`config.mk`:
```
export PLATFORM = sky130hd
export DESIGN_NAME = fir_mac_sequencer_flat
export DESIGN_NICKNAME = d
export VERILOG_FILES = /design/src/rtl/fir_pkg.sv /design/src/rtl/fir_mac_sequencer_if.sv /design/src/rtl/fir_tap_store.sv /design/src/rtl/fir_mac_sequencer.sv /design/src/flat_wrapper.sv
export SDC_FILE = /design/constraint.sdc
export NUM_CORES = 1
export LEC_CHECK = 0
export CAP_MARGIN = 25
export CORE_MARGIN = 2
export CORE_UTILIZATION = 35
export DETAILED_ROUTE_END_ITERATION = 7
export SYNTH_ARGS = -nofsm -noshare
export SYNTH_HDL_FRONTEND = slang
export SYNTH_SLANG_ARGS = --single-unit
```
`constraint.sdc`:
```
create_clock -name clk -period 8.4 [get_ports clk]
set_input_delay 1.26 -clock clk [delete_from_list [all_inputs] [get_ports clk]]
set_output_delay 1.26 -clock clk [all_outputs]
set_load 0.02 [all_outputs]
```
`src/rtl/fir_pkg.sv`:
```
// Shared definitions for the FIR MAC sequencer: FSM encoding, status word layout and
// ring-buffer index helpers.
package fir_pkg;

    typedef enum logic [2:0] {
        StIdle  = 3'd0,
        StClear = 3'd1,
        StRun   = 3'd2,
        StDrain = 3'd3,
        StOut   = 3'd4
    } fir_state_e;

    localparam int unsigned StatStateLsb    = 0;
    localparam int unsigned StatBusyBit     = 3;
    localparam int unsigned StatCoeffErrBit = 4;
    localparam int unsigned StatSatBit      = 5;
    localparam int unsigned StatTapLsb      = 8;
    localparam int unsigned StatTapWidth    = 8;

    // (a - b) mod n, for a, b already in [0, n)
    function automatic int unsigned ring_sub(int unsigned a, int unsigned b, int unsigned n);
        return (a >= b) ? (a - b) : (a + n - b);
    endfunction

    function automatic int unsigned ring_inc(int unsigned a, int unsigned n);
        return (a + 1 >= n) ? 0 : (a + 1);
    endfunction

endpackage

```
`src/rtl/fir_mac_sequencer_if.sv`:
```
// Stream and MAC-operand signals of the FIR MAC sequencer. The slave modport is the
// sequencer's view; master is the environment (source, MAC unit, sink).
interface fir_mac_sequencer_if #(
    parameter int unsigned DATA_WIDTH  = 18,
    parameter int unsigned COEFF_WIDTH = 18,
    parameter int unsigned ACC_WIDTH   = 48
);
    logic [DATA_WIDTH-1:0]  s_data;
    logic                   s_valid;
    logic                   s_ready;

    logic [DATA_WIDTH-1:0]  mac_data;
    logic [COEFF_WIDTH-1:0] mac_coeff;
    logic                   mac_valid;
    logic                   mac_clear;
    logic                   mac_ready;
    logic [ACC_WIDTH-1:0]   mac_acc;
    logic                   mac_acc_valid;

    logic [DATA_WIDTH-1:0]  m_data;
    logic                   m_valid;
    logic                   m_ready;

    modport slave (
        input  s_data, s_valid,
        output s_ready,
        output mac_data, mac_coeff, mac_valid, mac_clear,
        input  mac_ready, mac_acc, mac_acc_valid,
        output m_data, m_valid,
        input  m_ready
    );

    modport master (
        output s_data, s_valid,
        input  s_ready,
        input  mac_data, mac_coeff, mac_valid, mac_clear,
        output mac_ready, mac_acc, mac_acc_valid,
        input  m_data, m_valid,
        output m_ready
    );
endinterface

```
`src/rtl/fir_tap_store.sv`:
```
// Sample delay line and coefficient store: one write port each, combinational reads.
// Flush zeroes the delay line before a same-cycle sample write is applied.
module fir_tap_store #(
    parameter int unsigned DATA_WIDTH  = 18,
    parameter int unsigned COEFF_WIDTH = 18,
    parameter int unsigned NUM_TAPS    = 16,
    parameter int unsigned ADDR_WIDTH  = $clog2(NUM_TAPS)
) (
    input  logic                   clk,
    input  logic                   rst_n,
    input  logic                   flush_i,
    input  logic                   smp_we_i,
    input  logic [ADDR_WIDTH-1:0]  smp_waddr_i,
    input  logic [DATA_WIDTH-1:0]  smp_wdata_i,
    input  logic                   cf_we_i,
    input  logic [ADDR_WIDTH-1:0]  cf_waddr_i,
    input  logic [COEFF_WIDTH-1:0] cf_wdata_i,
    input  logic [ADDR_WIDTH-1:0]  smp_raddr_i,
    output logic [DATA_WIDTH-1:0]  smp_rdata_o,
    input  logic [ADDR_WIDTH-1:0]  cf_raddr_i,
    output logic [COEFF_WIDTH-1:0] cf_rdata_o
);

    logic [DATA_WIDTH-1:0]  delay_q [NUM_TAPS];
    logic [DATA_WIDTH-1:0]  delay_d [NUM_TAPS];
    logic [COEFF_WIDTH-1:0] coeff_q [NUM_TAPS];
    logic [COEFF_WIDTH-1:0] coeff_d [NUM_TAPS];

    always_comb begin
        delay_d = delay_q;
        coeff_d = coeff_q;
        if (flush_i) begin
            for (int unsigned i = 0; i < NUM_TAPS; i++) begin
                delay_d[i] = '0;
            end
        end
        if (smp_we_i) begin
            delay_d[smp_waddr_i] = smp_wdata_i;
        end
        // Non-power-of-two depths leave unused addresses; drop writes to them.
        if (cf_we_i && (32'(cf_waddr_i) < NUM_TAPS)) begin
            coeff_d[cf_waddr_i] = cf_wdata_i;
        end
    end

    always_ff @(posedge clk or negedge rst_n) begin
        if (!rst_n) begin
            for (int unsigned i = 0; i < NUM_TAPS; i++) begin
                delay_q[i] <= '0;
                coeff_q[i] <= '0;
            end
        end else begin
            delay_q <= delay_d;
            coeff_q <= coeff_d;
        end
    end

    assign smp_rdata_o = delay_q[smp_raddr_i];
    assign cf_rdata_o  = coeff_q[cf_raddr_i];

endmodule

```
`src/rtl/fir_mac_sequencer.sv`:
```
// FIR filter sequencer: one output per input sample, issuing NUM_TAPS MAC operations to an
// external MAC. Define FIR_SEQ_SAT_EN to saturate the output slice instead of truncating.
module fir_mac_sequencer
    import fir_pkg::*;
#(
    parameter int unsigned DATA_WIDTH  = 18,
    parameter int unsigned COEFF_WIDTH = 18,
    parameter int unsigned ACC_WIDTH   = 48,
    parameter int unsigned NUM_TAPS    = 16,
    parameter int unsigned OUT_SHIFT   = 0
) (
    input  logic                        clk,
    input  logic                        rst_n,
    input  logic                        enable,
    input  logic                        flush,
    input  logic                        coeff_we,
    input  logic [$clog2(NUM_TAPS)-1:0] coeff_addr,
    input  logic [COEFF_WIDTH-1:0]      coeff_wdata,
    fir_mac_sequencer_if.slave          bus,
    output logic                        busy,
    output logic [15:0]                 status
);

    localparam int unsigned AW   = $clog2(NUM_TAPS);
    localparam int unsigned CntW = $clog2(NUM_TAPS + 2);

    fir_state_e             state_q, state_d;
    logic [AW-1:0]          wr_ptr_q, wr_ptr_d;
    logic [AW-1:0]          newest_q, newest_d;
    logic [AW-1:0]          tap_q, tap_d;
    logic [CntW-1:0]        acc_cnt_q, acc_cnt_d;
    logic [DATA_WIDTH-1:0]  m_data_q, m_data_d;
    logic                   cf_err_q, cf_err_d;
    logic                   live_q;

    logic                   smp_we, flush_en, cf_we_en;
    logic [AW-1:0]          smp_waddr, rd_idx;
    logic [DATA_WIDTH-1:0]  smp_rdata, acc_slice;
    logic [COEFF_WIDTH-1:0] cf_rdata;
    logic                   unused_acc;

`ifdef FIR_SEQ_SAT_EN
    logic sat_q, sat_d;
    logic acc_over;
    assign acc_over = |(bus.mac_acc >> (OUT_SHIFT + DATA_WIDTH));
`endif

    assign acc_slice  = DATA_WIDTH'(bus.mac_acc >> OUT_SHIFT);
    assign unused_acc = ^bus.mac_acc;
    assign rd_idx     = AW'(ring_sub(32'(newest_q), 32'(tap_q), NUM_TAPS));

    fir_tap_store #(
        .DATA_WIDTH (DATA_WIDTH),
        .COEFF_WIDTH(COEFF_WIDTH),
        .NUM_TAPS   (NUM_TAPS),
        .ADDR_WIDTH (AW)
    ) u_tap_store (
        .clk        (clk),
        .rst_n      (rst_n),
        .flush_i    (flush_en),
        .smp_we_i   (smp_we),
        .smp_waddr_i(smp_waddr),
        .smp_wdata_i(bus.s_data),
        .cf_we_i    (cf_we_en),
        .cf_waddr_i (coeff_addr),
        .cf_wdata_i (coeff_wdata),
        .smp_raddr_i(rd_idx),
        .smp_rdata_o(smp_rdata),
        .cf_raddr_i (tap_q),
        .cf_rdata_o (cf_rdata)
    );

    always_comb begin
        state_d       = state_q;
        wr_ptr_d      = wr_ptr_q;
        newest_d      = newest_q;
        tap_d         = tap_q;
        acc_cnt_d     = acc_cnt_q;
        m_data_d      = m_data_q;
        cf_err_d      = cf_err_q;
`ifdef FIR_SEQ_SAT_EN
        sat_d         = sat_q;
`endif
        smp_we        = 1'b0;
        smp_waddr     = wr_ptr_q;
        flush_en      = 1'b0;
        cf_we_en      = 1'b0;
        bus.s_ready   = 1'b0;
        bus.mac_valid = 1'b0;
        bus.mac_clear = 1'b0;
        bus.mac_data  = '0;
        bus.mac_coeff = '0;

        // With enable low everything above holds and no handshake is offered.
        if (enable) begin
            if (coeff_we && (state_q != StIdle)) begin
                cf_err_d = 1'b1;
            end
            unique case (state_q)
                StIdle: begin
                    bus.s_ready = live_q;
                    cf_we_en    = coeff_we;
                    flush_en    = flush;
                    if (flush) begin
                        smp_waddr = '0;
                        wr_ptr_d  = '0;
                    end
                    if (bus.s_valid && live_q) begin
                        smp_we   = 1'b1;
                        newest_d = smp_waddr;
                        wr_ptr_d = AW'(ring_inc(32'(smp_waddr), NUM_TAPS));
                        state_d  = StClear;
                    end
                end
                StClear: begin
                    bus.mac_valid = 1'b1;
                    bus.mac_clear = 1'b1;
                    if (bus.mac_acc_valid) begin
                        acc_cnt_d = acc_cnt_q + 1'b1;
                    end
                    if (bus.mac_ready) begin
                        tap_d     = '0;
                        acc_cnt_d = '0;
                        state_d   = StRun;
                    end
                end
                StRun: begin
                    bus.mac_valid = 1'b1;
                    bus.mac_data  = smp_rdata;
                    bus.mac_coeff = cf_rdata;
                    if (bus.mac_acc_valid) begin
                        acc_cnt_d = acc_cnt_q + 1'b1;
                    end
                    if (bus.mac_ready) begin
                        if (tap_q == AW'(NUM_TAPS - 1)) begin
                            state_d = StDrain;
                        end else begin
                            tap_d = tap_q + 1'b1;
                        end
                    end
                end
                StDrain: begin
                    // Clear result plus NUM_TAPS products: the last pulse carries the sum.
                    if (bus.mac_acc_valid) begin
                        acc_cnt_d = acc_cnt_q + 1'b1;
                        if (acc_cnt_q == CntW'(NUM_TAPS)) begin
`ifdef FIR_SEQ_SAT_EN
                            if (acc_over) begin
                                m_data_d = '1;
                                sat_d    = 1'b1;
                            end else begin
                                m_data_d = acc_slice;
                            end
`else
                            m_data_d = acc_slice;
`endif
                            state_d = StOut;
                        end
                    end
                end
                StOut: begin
                    if (bus.m_ready) begin
                        state_d = StIdle;
                    end
                end
                default: state_d = StIdle;
            endcase
        end
    end

    always_ff @(posedge clk or negedge rst_n) begin
        if (!rst_n) begin
            state_q   <= StIdle;
            wr_ptr_q  <= '0;
            newest_q  <= '0;
            tap_q     <= '0;
            acc_cnt_q <= '0;
            m_data_q  <= '0;
            cf_err_q  <= 1'b0;
            live_q    <= 1'b0;
`ifdef FIR_SEQ_SAT_EN
            sat_q     <= 1'b0;
`endif
        end else begin
            state_q   <= state_d;
            wr_ptr_q  <= wr_ptr_d;
            newest_q  <= newest_d;
            tap_q     <= tap_d;
            acc_cnt_q <= acc_cnt_d;
            m_data_q  <= m_data_d;
            cf_err_q  <= cf_err_d;
            live_q    <= 1'b1;
`ifdef FIR_SEQ_SAT_EN
            sat_q     <= sat_d;
`endif
        end
    end

    assign bus.m_valid = (state_q == StOut);
    assign bus.m_data  = m_data_q;
    assign busy        = (state_q != StIdle);

    always_comb begin
        status                                  = '0;
        status[StatStateLsb +: 3]               = state_q;
        status[StatBusyBit]                     = busy;
        status[StatCoeffErrBit]                 = cf_err_q;
        status[StatTapLsb +: StatTapWidth]      = StatTapWidth'(tap_q);
`ifdef FIR_SEQ_SAT_EN
        status[StatSatBit]                      = sat_q;
`endif
    end

endmodule

```
`src/flat_wrapper.sv`:
```
// flat-port wrapper written by rule: the top's interface ports become plain ports
module fir_mac_sequencer_flat import fir_pkg::*;
#(
    parameter int unsigned DATA_WIDTH  = 18,
    parameter int unsigned COEFF_WIDTH = 18,
    parameter int unsigned ACC_WIDTH   = 48,
    parameter int unsigned NUM_TAPS    = 16,
    parameter int unsigned OUT_SHIFT   = 0
)
  (clk, rst_n, enable, flush, coeff_we, coeff_addr, coeff_wdata, busy, status, bus_s_data, bus_s_valid, bus_s_ready, bus_mac_data, bus_mac_coeff, bus_mac_valid, bus_mac_clear, bus_mac_ready, bus_mac_acc, bus_mac_acc_valid, bus_m_data, bus_m_valid, bus_m_ready);
  fir_mac_sequencer_if #(.DATA_WIDTH(DATA_WIDTH), .COEFF_WIDTH(COEFF_WIDTH), .ACC_WIDTH(ACC_WIDTH)) bus_i ();
  input  logic clk;
  input  logic rst_n;
  input  logic enable;
  input  logic flush;
  input  logic coeff_we;
  input  logic [$clog2(NUM_TAPS)-1:0] coeff_addr;
  input  logic [COEFF_WIDTH-1:0] coeff_wdata;
  output logic busy;
  output logic [15:0] status;
  input wire logic [$bits(bus_i.s_data)-1:0] bus_s_data;
  input wire logic [$bits(bus_i.s_valid)-1:0] bus_s_valid;
  output wire logic [$bits(bus_i.s_ready)-1:0] bus_s_ready;
  output wire logic [$bits(bus_i.mac_data)-1:0] bus_mac_data;
  output wire logic [$bits(bus_i.mac_coeff)-1:0] bus_mac_coeff;
  output wire logic [$bits(bus_i.mac_valid)-1:0] bus_mac_valid;
  output wire logic [$bits(bus_i.mac_clear)-1:0] bus_mac_clear;
  input wire logic [$bits(bus_i.mac_ready)-1:0] bus_mac_ready;
  input wire logic [$bits(bus_i.mac_acc)-1:0] bus_mac_acc;
  input wire logic [$bits(bus_i.mac_acc_valid)-1:0] bus_mac_acc_valid;
  output wire logic [$bits(bus_i.m_data)-1:0] bus_m_data;
  output wire logic [$bits(bus_i.m_valid)-1:0] bus_m_valid;
  input wire logic [$bits(bus_i.m_ready)-1:0] bus_m_ready;
  assign bus_i.s_data = bus_s_data;
  assign bus_i.s_valid = bus_s_valid;
  assign bus_s_ready = bus_i.s_ready;
  assign bus_mac_data = bus_i.mac_data;
  assign bus_mac_coeff = bus_i.mac_coeff;
  assign bus_mac_valid = bus_i.mac_valid;
  assign bus_mac_clear = bus_i.mac_clear;
  assign bus_i.mac_ready = bus_mac_ready;
  assign bus_i.mac_acc = bus_mac_acc;
  assign bus_i.mac_acc_valid = bus_mac_acc_valid;
  assign bus_m_data = bus_i.m_data;
  assign bus_m_valid = bus_i.m_valid;
  assign bus_i.m_ready = bus_m_ready;
  fir_mac_sequencer #(.DATA_WIDTH(DATA_WIDTH), .COEFF_WIDTH(COEFF_WIDTH), .ACC_WIDTH(ACC_WIDTH), .NUM_TAPS(NUM_TAPS), .OUT_SHIFT(OUT_SHIFT)) u_core (.clk(clk), .rst_n(rst_n), .enable(enable), .flush(flush), .coeff_we(coeff_we), .coeff_addr(coeff_addr), .coeff_wdata(coeff_wdata), .bus(bus_i), .busy(busy), .status(status));
endmodule
```
Yosys cells after proc, flatten, opt, wreduce, memory -nomap -nowiden:

Cells that the tools add are included.
W data, S select, Z words.

* bits in registers: 616
* input port bits: 97
* output and inout port bits: 75
* logic and storage cells: 143

* add/subtract/negate cells: 6
* magnitude comparators: 8
* equality and inequality tests: 14
* muxes and demuxes: 54
* bitwise operators: 4
* reduce and logical (&&, ||, !) cells: 17

Operator list (number)
* $bwmux W288: 2
* $mux W288: 2
* $mux W18: 10
* $bmux W18 S4: 2
* $demux W18 S4: 2
* $mux W4: 11
* $ge A5 B5 Y1 const B: 5
* $mux W3: 7
* $not A4 Y5: 4
* $pmux W3 S5: 1
* $mux W1: 13
* $lt A5 B1 Y1 const B: 2
* $mux W5: 2
* $pmux W5 S2: 1
* $add A4 B1 Y4 const B: 2
* $ne A2 B1 Y1 const B: 4
* $ne A2 B2 Y1 const B: 4
* $pmux W4 S2: 1
* $reduce_and A8 Y1: 1
* $sub A4 B4 Y4: 2
* $eq A3 B2 Y1 const B: 2
* $reduce_and A2 Y1: 3
* $add A4 B1 Y5 const B: 1
* $add A5 B1 Y5 const B: 1
* other kinds (13): 18

Longest topological paths before layout:

* depth after elaboration: 12
* depth in mapped cells: 9
* gate-level depth less buffers: 7

Cells and area by module:

Synthesis repeated with hierarchy kept, for this count alone.

* cell total of the unflattened synthesis: 2145
* area, all modules: 30187.7 um^2

By module, submodules not included
* fir_tap_store: instances 1, cells each 1910, area each 27816.7 um^2, sequential area each 14413.8 um^2
* fir_mac_sequencer: instances 1, cells each 235, area each 2371.0 um^2, sequential area each 1001.0 um^2

Worst setup path after synthesis:

Ideal clock, no wire load.

* path type: register to output
* from: register u_core.tap_q[1]
* to: output port bus_mac_data[10]
* data arrival time: 3.485 ns
* data required time: 7.140 ns
* setup slack: 3.655 ns
* cell stages (with the launch flop): 10
* buffers on the path: 4
* cell sequence: dfrtp_1 -> clkbuf_1 -> inv_1 -> clkbuf_1 -> fa_1 -> clkbuf_1 -> buf_1 -> mux4_2 -> mux2i_1 -> o22ai_1

* cells in the longest elaborated chain, start to end: 8
* elaborated cells between the ends (all ways): 10
* those cells by class: add/sub: 2; order compare: 1; mux: 6; bitwise: 1

RTL lines
* start: declaration: line fir_mac_sequencer.sv:30 `logic [AW-1:0] tap_q, tap_d;`
* start signal: assignment: line fir_mac_sequencer.sv:188 `tap_q <= tap_d;`
* $sub A4 B4 Y4 or $ge A4 B4 Y1 (tied branches): line fir_pkg.sv:22 `return (a >= b) ? (a - b) : (a + n - b);`
* $mux W4 (*): line fir_pkg.sv:22
* $not A4 Y5 (not written as such) (*): line fir_tap_store.sv:58 `assign smp_rdata_o = delay_q[smp_raddr_i];`
* $bmux W18 S4 (*): line fir_tap_store.sv:58
* $mux W18 (not written as such) (*) (2 in series): line fir_tap_store.sv:58
* $mux W18 (*): line fir_mac_sequencer.sv:99 `unique case (state_q)`
* $mux W18 (*): line fir_mac_sequencer.sv:95 `if (enable) begin`
* end: declaration: line flat_wrapper.sv:24 `output wire logic [$bits(bus_i.mac_data)-1:0] bus_mac_data;`

Every way passes the cells marked *; elsewhere a longest branch is shown, timed or not. The select of a mux whose other input is x is not followed.

Final worst setup path:

* from: register u_core.tap_q[0]
* to: output port bus_mac_data[16]

The elaborated chain is that of the path after synthesis.

==> qor.csv <==
stage,metric,value,unit
drt,wl_per_cell,21.45,um
yosys,synth_seq_area_share,53.93,%
finish,utilization,41.48,%
floorplan,coreArea,80680,um2
clock_tree,cts_tree,done,
setup_path,crit_required,7.14,ns
pwr,leakagePower,14.52,nW
clock_tree,insertion_delay,0.62,ns
setup_path,arrival,5.24,ns
status,status,finished clean,
drt,drc,0,
pwr,power_density,291.8,nW/um2
setup_path,slowest_delay,1.34,ns
setup_path,crit_path_end_kind,output port,
finish,area_growth,17.08,%
finish,mostFrequentLayoutCells,"dfrtp_1, nand2_1, mux2_2, o21ai_0, mux4_2",
floorplan,die_area,83970,um2
placed_design,hpwl,43.38,mm
setup_path,worst-path-buf-inv,3,
setup_path,critPathLaunchType,flip-flop,
drt,drtAntennaViolNets,0,
clock_tree,numCtsBuffers,71,
placed_design,gp_congestion,0.7922,
clock_tree,clkSlewWorstSetupHoldPaths,0.06,ns
clock_tree,ctsHtreeMaxLevel,3,
floorplan,die_h,289.8,um
yosys,synthCells,2358,
hold_path,hp-class,reg -> reg,
finish,final_common_cell,dfrtp_1,
floorplan,start_util,35.43,%
global_route,grt_max_degree,186,
finish,drive_gt1_share,26.38,%
drt,via_per_inst,5.373,
timing,fin_crit_sh,77.40,%
timing,finalSetupTns,0,ns
yosys,yosys_warnings,0,
global_route,grt_overflow_total,0,
finish,final_nets,2517,
yosys,synth_cell_types,54,
yosys,syn_area,28580,um2
global_route,grt_pass1_wl,117.7,mm
timing,tightest_slew,1.098,ns
drt,first_pass_iters,7,
timing,period_needed,6.502,ns
clock_tree,ctsResizeCount,0,
clock_tree,clock_path_buffers,3,
timing,final_max_slew_viol_count,0,
clock_tree,clockRootBuffer,clkbuf_16,
setup_path,crit_type,reg -> out,
clock_tree,cts_hold_buf,0,
yosys,ys_seq_elements,616,
drt,wl,75.65,mm
clock_tree,numClockSinks,616,
timing,clock_skew,0.02914,ns
setup_path,crit_path_top_delay_cell,fa_4,
setup_path,cp_max_fo,39,
floorplan,io_pins,172,
yosys,synth_edf_count,0,
pwr,vdd_drop_max,0.2576,mV
finish,fin_cells,3527,
floorplan,num_rows,104,
clock_tree,cts_setup_buffers,0,
job,drv_cap,0,
timing,fmax,0.1538,GHz
yosys,syn-mean-instance-area,12.12,um2
yosys,synthArstFlopShare,100.0,%
setup_path,path_cells,ha_4 -> inv_1 -> fa_4 -> buf_12 -> mux4_2 -> mux2i_1 -> o22ai_1 -> clkdlybuf4s50_1,
timing,setup_viol,0,
drt,drtIter0Drc,1724,
placed_design,dp.cells,3395,
yosys,synth_ff_type,dfrtp_1,
floorplan,fp.dieW,289.8,um
timing,rsz0062_at_grt,false,
global_route,grt_use_total,18.29,%
drt,vias,18950,
timing,relSlewSlack,25.22,%
timing,hold_violations,0,
global_route,grt_pass1_vias,19730,
global_route,antenna_found_initial,7,
placed_design,portBuffers,134,
setup_path,crit_family,adder cells,
state kept, by name, summed over array words and instances, names as in the netlist:
name / count
u_core.live_q: 1
u_core.acc_cnt_q: 5
u_core.bus.m_data: 18
u_core.cf_err_q: 1
u_core.tap_q: 4
u_core.state_q: 3
u_core.newest_q: 4
u_core.wr_ptr_q: 4
u_core.u_tap_store.coeff_q: 288
u_core.u_tap_store.delay_q: 288
kinds of logic (layout without fill, tap and decap cells):
group           count (synthesis)  in the layout  share of synthesized area, %
flops                         616            616                         53.93
fa+ha+maj                       8              8                        0.3765
compound gates                352            352                         6.509
other cells                     2             11                       0.02627
xor+xnor                        9              9                        0.2758
buf+inv                       229            329                         3.353
mux                           527            527                         26.11
simple gates                  615            615                         9.416
worst register-to-register path, cell delays in order (launching register included):
cell	delay, ns
dfrtp_1	0.55
nor4b_4	0.75
nand4b_1	0.53
nor2_4	0.85
mux2_2	0.42
Yosys cell counts (6+ instances only):
cell type | count | share of area (%)
nor2_2 | 6 | 0.13
ha_1 | 7 | 0.31
o22ai_1 | 36 | 0.79
nor2_1 | 21 | 0.28
dfrtp_1 | 616 | 54
inv_1 | 26 | 0.34
nand2_1 | 454 | 6.0
clkbuf_1 | 135 | 1.8
buf_2 | 22 | 0.39
nand3_1 | 77 | 1.3
nand2b_1 | 7 | 0.15
buf_1 | 28 | 0.37
o21ai_0 | 296 | 5.2
buf_4 | 15 | 0.39
mux2i_1 | 74 | 2.6
mux4_2 | 144 | 11
nor3_2 | 10 | 0.35
nand4_1 | 6 | 0.13
mux2_2 | 308 | 12
metal layers:
| metal | wire length [um] | GRT usage (%) | part of all wire [%] | vias up |
|---|---|---|---|---|
| li1 | - | - | - | 8461 |
| met1 | 33240 | 25.45 | 44 | 9792 |
| met2 | 35550 | 29.19 | 47 | 572 |
| met3 | 5198 | 3.854 | 6.9 | 118 |
| met4 | 1618 | 4.731 | 2.1 | 6 |
| met5 | 46 | 0 | 0.061 | - |
metrics by stage:
stage	hold WS, ns	area, um2	power, mW	setup WS [ns]
after CTS	0.5013	33350	9.855	1.772
after floorplan	0.4428	28600	5.812	3.655
after global routing	0.5113	33460	10.24	1.558
after detailed placement	0.4882	30950	6.657	2.429
final	0.4965	33460	9.764	1.898
after global placement	0.4733	30950	6.543	2.456
final cells by class:
class | count | area [um2]
antenna | 3 | 7.507
clock buffer | 99 | 2022
clock inverter | 26 | 377.9
fill | 7484 | 47210
inverter | 27 | 101.3
multi-input combinational | 1519 | 12420
sequential | 616 | 15420
tap | 1060 | 1326
timing repair buffer | 177 | 1792
where the power goes:
group          switching (mW)  total, mW  internal, mW
clock network            1.26       3.16          1.91
registers               0.353       3.86          3.50
logic                    1.37       2.74          1.37
path summary, 6_finish.rpt:
check	start	endpoint	slack [ns]	depth (start not counted)
worst min-delay path	u_core.u_tap_store.delay_q[46]$_DFF_PN0_	u_core.u_tap_store.delay_q[46]$_DFF_PN0_	0.50	2
worst max-delay path	u_core.tap_q[0]$_DFFE_PN0P_	bus_mac_data[16]	1.90	8
max in group asynchronous	rst_n	u_core.bus.m_data[11]$_DFFE_PN0P_	6.14	2
min in group asynchronous	rst_n	u_core.u_tap_store.delay_q[172]$_DFF_PN0_	0.71	1
worst min register to register	u_core.u_tap_store.delay_q[46]$_DFF_PN0_	u_core.u_tap_store.delay_q[46]$_DFF_PN0_	0.50	2
worst max register to register	u_core.state_q[0]$_DFFE_PN0P_	u_core.u_tap_store.coeff_q[193]$_DFFE_PN0P_	5.16	4
(Power assumes the default switching activity.)
